## config.mk

```make
export PLATFORM = sky130hd
export DESIGN_NAME = dr_insp_pipe
export DESIGN_NICKNAME = d
export VERILOG_FILES = /design/src/rtl/dr_insp_pipe.sv
export SDC_FILE = /design/constraint.sdc
export NUM_CORES = 1
export LEC_CHECK = 0
export BUFFER_PORTS_ARGS = -buffer_cell sky130_fd_sc_hd__buf_4
export CELL_PAD_IN_SITES_DETAIL_PLACEMENT = 0
export CELL_PAD_IN_SITES_GLOBAL_PLACEMENT = 2
export CORE_AREA = 2 2 169 171
export CTS_CLUSTER_SIZE = 28
export DETAILED_ROUTE_END_ITERATION = 6
export DIE_AREA = 0 0 171 173
export PLACE_DENSITY_LB_ADDON = 0.1
export SYNTH_ARGS = -nofsm -noshare
export SYNTH_HDL_FRONTEND = slang
export SYNTH_SLANG_ARGS = --single-unit
```

## constraint.sdc

```tcl
create_clock -name clk -period 3.45 [get_ports clk]
set_input_delay 0.8625 -clock clk [delete_from_list [all_inputs] [get_ports clk]]
set_output_delay 0.8625 -clock clk [all_outputs]
set_load 0.005 [all_outputs]
```

## src/rtl/dr_insp_pipe.sv

```systemverilog
// dr_insp_pipe: two-stage valid/ready inspector that resolves a column-matched prediction and flags mispredictions with hold-off.
// Optional: define DR_INSP_FLUSH_CNT_EN to add a saturating 16-bit flush_cnt output.
module dr_insp_pipe #(
  parameter int OFF_W   = 32,
  parameter int COL_W   = 16,
  parameter int LANES   = 2,
  parameter int HOLDOFF = 4
) (
  input  logic                   clk,
  input  logic                   rst,
  input  logic                   in_valid,
  output logic                   in_ready,
  input  logic [LANES*OFF_W-1:0] in_off,
  input  logic [LANES*COL_W-1:0] in_col,
  input  logic [OFF_W-1:0]       in_pred,
  input  logic [COL_W-1:0]       in_pred_col,
  output logic                   out_valid,
  input  logic                   out_ready,
  output logic [OFF_W-1:0]       out_pred,
  output logic [COL_W-1:0]       out_pred_col,
  output logic                   flush
`ifdef DR_INSP_FLUSH_CNT_EN
  ,
  output logic [15:0]            flush_cnt
`endif
);

  localparam int CNT_W = (HOLDOFF > 0) ? $clog2(HOLDOFF + 1) : 1;
  localparam logic [CNT_W-1:0] HOLD_V = CNT_W'(HOLDOFF);

  logic                   s1_valid_q;
  logic [LANES*OFF_W-1:0] s1_off_q;
  logic [LANES*COL_W-1:0] s1_col_q;
  logic [OFF_W-1:0]       s1_pred_q;
  logic [COL_W-1:0]       s1_pcol_q;

  logic                   out_valid_q;
  logic [OFF_W-1:0]       out_pred_q;
  logic [COL_W-1:0]       out_col_q;
  logic                   flush_q;
  logic [CNT_W-1:0]       cnt_q;
  logic [CNT_W-1:0]       cnt_d;

  logic             s1_load;
  logic             s2_load;
  logic             hit_found;
  logic [OFF_W-1:0] hit_off;
  logic [COL_W-1:0] hit_col;
  logic [OFF_W-1:0] res_pred;
  logic [COL_W-1:0] res_col;
  logic             raw_flush;
  logic             flush_d;

  assign s2_load  = s1_valid_q && (!out_valid_q || out_ready);
  assign in_ready = !s1_valid_q || s2_load;
  assign s1_load  = in_valid && in_ready;

  // Lowest-index matching lane wins; later lanes are ignored.
  always_comb begin
    hit_found = 1'b0;
    hit_off   = '0;
    hit_col   = '0;
    for (int i = 0; i < LANES; i++) begin
      if (!hit_found &&
          s1_col_q[i*COL_W +: COL_W] == s1_pcol_q) begin
        hit_found = 1'b1;
        hit_off   = s1_off_q[i*OFF_W +: OFF_W];
        hit_col   = s1_col_q[i*COL_W +: COL_W];
      end
    end
  end

  always_comb begin
    res_pred  = s1_pred_q;
    res_col   = s1_pcol_q;
    raw_flush = 1'b0;
    if (hit_found) begin
      res_pred  = hit_off;
      res_col   = hit_col;
      raw_flush = (hit_off != s1_pred_q);
    end
  end

  always_comb begin
    flush_d = raw_flush && (cnt_q == '0);
    cnt_d   = cnt_q;
    if (flush_d) begin
      cnt_d = HOLD_V;
    end else if (cnt_q != '0) begin
      cnt_d = cnt_q - 1'b1;
    end
  end

  always_ff @(posedge clk or negedge rst) begin
    if (!rst) begin
      s1_valid_q <= 1'b0;
      s1_off_q   <= '0;
      s1_col_q   <= '0;
      s1_pred_q  <= '0;
      s1_pcol_q  <= '0;
    end else begin
      if (s1_load) begin
        s1_valid_q <= 1'b1;
        s1_off_q   <= in_off;
        s1_col_q   <= in_col;
        s1_pred_q  <= in_pred;
        s1_pcol_q  <= in_pred_col;
      end else if (s2_load) begin
        s1_valid_q <= 1'b0;
      end
    end
  end

  always_ff @(posedge clk or negedge rst) begin
    if (!rst) begin
      out_valid_q <= 1'b0;
      out_pred_q  <= '0;
      out_col_q   <= '0;
      flush_q     <= 1'b0;
      cnt_q       <= '0;
    end else begin
      if (s2_load) begin
        out_valid_q <= 1'b1;
        out_pred_q  <= res_pred;
        out_col_q   <= res_col;
        flush_q     <= flush_d;
        cnt_q       <= cnt_d;
      end else if (out_ready) begin
        out_valid_q <= 1'b0;
      end
    end
  end

  assign out_valid    = out_valid_q;
  assign out_pred     = out_pred_q;
  assign out_pred_col = out_col_q;
  assign flush        = flush_q;

`ifdef DR_INSP_FLUSH_CNT_EN
  logic [15:0] fcnt_q;

  // Only consumed, unmasked flushes are counted.
  always_ff @(posedge clk or negedge rst) begin
    if (!rst) begin
      fcnt_q <= '0;
    end else if (out_valid_q && out_ready && flush_q &&
                 fcnt_q != 16'hFFFF) begin
      fcnt_q <= fcnt_q + 16'd1;
    end
  end

  assign flush_cnt = fcnt_q;
`endif

endmodule

```

* After elaboration in Yosys (flattened, before gate mapping) *
Cells that the tools add are included.

storage, ports and cells
  flip-flop bits (word level) = 198
  word-level logic and storage cells = 44
  input port bits = 148
  output and inout port bits = 51

cells by class
  equal/unequal tests = 3
  add/subtract/negate cells = 1
  reduce and logical (&&, ||, !) cells = 15
  muxes and demuxes = 15

operator list
  cell                   count
  $mux W32               3
  $mux W16               3
  $eq A16 B16 Y1         2
  $ne A32 B32 Y1         1
  $mux W1                7
  $mux W3                2
  $reduce_bool A2 Y1     3
  $logic_and A1 B1 Y1    4
  $logic_not A1 Y1       3
  $logic_not A3 Y1       1
  $reduce_bool A3 Y1     1
  $sub A3 B1 Y3 const B  1
  $logic_or A1 B1 Y1     2
  $reduce_and A2 Y1      1

* Logic depth before layout (Yosys ltp) *
  word-level depth = 10
  gate-level depth with buffers = 11
  gate-level depth less buffers = 8

* Least setup slack after synthesis *
OpenSTA, ideal clock, no wires.

  kind = register -> register
  start point = register s1_pcol_q[8]
  end point = register cnt_q[2]
  setup time = 0.132 ns
  arrival = 2.298 ns
  buffers on the path = 1
  stages on the path, launching flop included = 10
  required time = 3.318 ns
  period minus slack after synthesis = 2.430 ns
  slack = 1.020 ns
  cells stage by stage = dfrtp_1 > xor2_1 > nor4_1 > nand4_1 > buf_4 > a21oi_1 > o22ai_1 > or4_4 > a2111oi_0 > nor2_1

on the way
  cells in the longest elaborated chain, start to end = 10
  elaborated cells between the ends (all ways) = 14

RTL lines
  what                                 RTL line  source
  from (decl)                          35        logic [COL_W-1:0] s1_pcol_q;
  from (signal assigned)               107       s1_pcol_q <= in_pred_col;
  $eq A16 B16 Y1                       65        s1_col_q[i*COL_W +: COL_W] == s1_pcol_q) begin
  $mux W1                              64        if (!hit_found &&
  $logic_not A1 Y1                     64
  $logic_and A1 B1 Y1                  64
  $mux W32                             64
  $ne A32 B32 Y1                       80        raw_flush = (hit_off != s1_pred_q);
  $mux W1 (*)                          77        if (hit_found) begin
  $logic_and A1 B1 Y1 (*)              85        flush_d = raw_flush && (cnt_q == '0);
  $reduce_bool A2 Y1 (no source line)  --
  $reduce_and A2 Y1 (no source line)   --
  to (signal assigned)                 127       cnt_q <= cnt_d;
  to (decl)                            41        logic [CNT_W-1:0] cnt_q;

Every way passes the cells marked *; elsewhere a longest branch is shown, timed or not.
A chain may end at the register's enable or synchronous reset.

* Worst setup path after layout *
  start point = register s1_pcol_q[8]
  end point = register cnt_q[1]

The elaborated chain is that of the path after synthesis.

==> results.yml <==
status:
  status: "complete, no violations"
placement:
  place.gp.congestion: 0.770
  hpwl_mm: 19.6
  port_buffers: 198
cts:
  cts_tree: "done"
  cts_root_buf: "clkbuf_16"
  cts_buffer_depth: 2
  post_cts_resize_count: 0
  clkLatencyLatePin_ns: 0.44
  cts_made_buffers: 17
  cts_hold_buf: 0
  clk_pin_slew_ns: 0.08
  htree_levels: 4
  cts_setup_buffers: 0
  cts_sinks: 198
logic_synthesis:
  synth_edf_count: 0
  ys_seq_elements: 198
  synth_top_area_share: 0.529
  syn_area_per_cell_um2: 11.8
  ys.flop_type: "dfrtp_1"
  seq_area_frac_synth: 0.529
  syn_nets: 941
  yosysTopAreaCell: "dfrtp_1"
  syn-cell-area_um2: 9370
  synth_cells: 791
  async_flop_share: 1.00
  yosysWarnings: 0
  synthTopCellsByArea: "dfrtp_1 53%, mux2_2 19%, xnor2_1 5.1%"
  yosysUniqueCellTypes: 40
critical_path:
  r2r_start: "s1_pcol_q[8]$_DFFE_PN0P_"
  cp_num_buf_inv: 1
  rr_endpoint: "cnt_q[1]$_DFFE_PN0P_"
  crit_chain: "xor2_1 -> nor4_1 -> nand4_1 -> buf_12 -> a21oi_1 -> o22ai_1 -> or4_4 -> o41ai_2 -> a21o_1"
  crit_arrival_ns: 3.39
  endpoint_kind: "register"
  crit_family: "simple AND/OR/NAND/NOR gates"
  rrSetupSlack_ns: 0.42
  cp_slowest_stage_delay_ns: 0.57
  cpMaxStageDelayCell: "or4_4"
  worstSetupPathType: "reg2reg"
  cp.required_ns: 3.82
  start_kind: "register"
  reg2reg_depth: 9
  worst-path-max-fanout: 44
sta:
  finalHoldViolations: 0
  max_freq_mhz: 330
  period_share: 0.877
  rsz0062_at_grt: "false"
  slew_violations: 0
  setup_viol: 0
  layout_min_cycle_time_ns: 3.03
  maxSlewHeadroom: 0.456
  worst-slew-pin-transition_ns: 0.815
  skew_ns: 0.0141
  fin_tns_setup_ns: 0
  whs_ns: 0.413
grt:
  grt.overflow.total: 0
  grtUsageTotal: 0.182
  grt_max_degree: 65
  grt_pass1_wl_mm: 41.0
  antenna_found_initial: 1
  grt_pass1_vias: 6938
layout:
  drive_gt1_frac: 0.415
  antenna_cells: 0
  area_growth_pct: 27.5
  nets: 1129
  fillers: 2729
power:
  leakage_uw: 0.00539
  p_per_area_nw_per_um2: 552
  ir_drop_uv: 317
floorplan:
  die_h_um: 173
  num_rows: 61
  start_util: 0.339
  io_pins: 199
  die_area_um2: 29600
  die_w_um: 171
  core_area_um2: 27600
drt:
  routedWlPerCell_um: 19.3
  routed_wl_mm: 26.4
  dr.pass1.iters: 4
  route.detailed.drc: 0
  ant_nets: 0
  drt-vias-per-instance: 4.79
  drt_iter0_markers: 294
  vias: 6559
job:
  max_cap_viol_count: 0
hold_path:
  hold_path.class: "in2async"
cell type report:
| class | instances | area (µm²) | area share |
|---|---|---|---|
| flip-flops and latches | 198 | 4950 | 0.415 |
| multi-input cells | 536 | 4210 | 0.353 |
| repair buffers | 214 | 1690 | 0.141 |
| well taps | 378 | 473 | 0.0396 |
| clock buffers | 17 | 425 | 0.0356 |
| clock inverters | 15 | 148 | 0.0124 |
| inverters | 12 | 45.0 | 0.00377 |
worst max path at each step:
| stage | slack [ns] | cells after the start | endpoint | start |
|---|---|---|---|---|
| global placement | 0.41 | 9 | cnt_q[2]$_DFFE_PN0P_ | s1_pcol_q[2]$_DFFE_PN0P_ |
| CTS | 0.38 | 9 | cnt_q[1]$_DFFE_PN0P_ | s1_pcol_q[2]$_DFFE_PN0P_ |
| global route | 0.16 | 9 | cnt_q[2]$_DFFE_PN0P_ | s1_pcol_q[2]$_DFFE_PN0P_ |
| finish | 0.42 | 9 | cnt_q[1]$_DFFE_PN0P_ | s1_pcol_q[8]$_DFFE_PN0P_ |
| floorplan | 1.02 | 9 | cnt_q[2]$_DFFE_PN0P_ | s1_pcol_q[8]$_DFFE_PN0P_ |
| detailed placement | 0.43 | 9 | cnt_q[1]$_DFFE_PN0P_ | s1_pcol_q[2]$_DFFE_PN0P_ |
placed cells by master, fill, tap and decap left out, drive strengths merged, types with 2 or more instances in the layout:
cell type	Yosys	routed
a2111oi	2	2
a21o	3	3
a21oi	43	43
a221o	2	2
buf	12	213
clkbuf	33	18
clkinv	0	9
dfrtp	198	198
ha	2	2
inv	12	17
mux2	160	160
mux2i	31	31
nand2	37	37
nand2b	8	8
nand3	12	12
nand4	14	14
nor2	58	58
nor3	6	6
nor4	14	14
o2111ai	2	2
o21a	5	5
o21ai	39	39
o22ai	3	3
o41ai	2	2
xnor2	55	55
xor2	28	28
cells in the mapped netlist (3+ instances only):
library cell / instances
inv_1: 12
xor2_1: 28
dfrtp_1: 198
a21o_1: 3
nor4_1: 14
nand2_1: 37
nand2b_1: 8
a21oi_1: 42
nand3_1: 12
xnor2_1: 55
mux2i_1: 31
o21ai_1: 27
buf_1: 8
nor3_1: 6
mux2_2: 160
clkbuf_1: 33
buf_2: 3
o21a_1: 5
o22ai_1: 3
o21ai_0: 12
nand4_1: 14
nor2_1: 58
registers in the layout (all words and copies together) (netlist names):
| register | count |
|---|---|
| cnt_q | 3 |
| s1_pred_q | 32 |
| flush | 1 |
| s1_col_q | 32 |
| out_valid | 1 |
| s1_off_q | 64 |
| out_pred_col | 16 |
| s1_pcol_q | 16 |
| out_pred | 32 |
| s1_valid_q | 1 |
metal layers:
metal  up-vias  GRT usage  part of all wire
met2       153      0.290              0.46
li1       3158          -                 -
met1      3226      0.247              0.47
met4         2     0.0410             0.012
met5         -          0           0.00045
met3        20     0.0506             0.058
stage by stage:
stage | cells | util | power, µW | worst slack, ns | cell area [µm²]
2_1_floorplan | 791 | - | 3940 | 1.02 | 9370
3_3_place_gp | 1338 | 0.412 | 4700 | 0.410 | 11400
3_5_place_dp | 1338 | 0.412 | 4710 | 0.425 | 11400
4_1_cts | 1370 | 0.432 | 6700 | 0.383 | 11900
5_1_grt | 1370 | 0.432 | 6970 | 0.161 | 11900
6_report | 1370 | 0.432 | 6590 | 0.424 | 11900
kinds of logic after synthesis:
logic type | synth area share
AOI/OAI and AO/OA | 0.0657
xor gates and xnor gates | 0.0776
adders and majority gates | 0.00267
buffers and inverters | 0.0236
DFF | 0.529
muxes | 0.226
and+or+nand+nor | 0.0758
report_power, final:
group	total [µW]	switching [µW]	internal, µW
Combinational	1480	613	865
Clock	1960	1000	960
Sequential	3150	431	2720
Note: power is estimated with default switching activity, not from simulation.
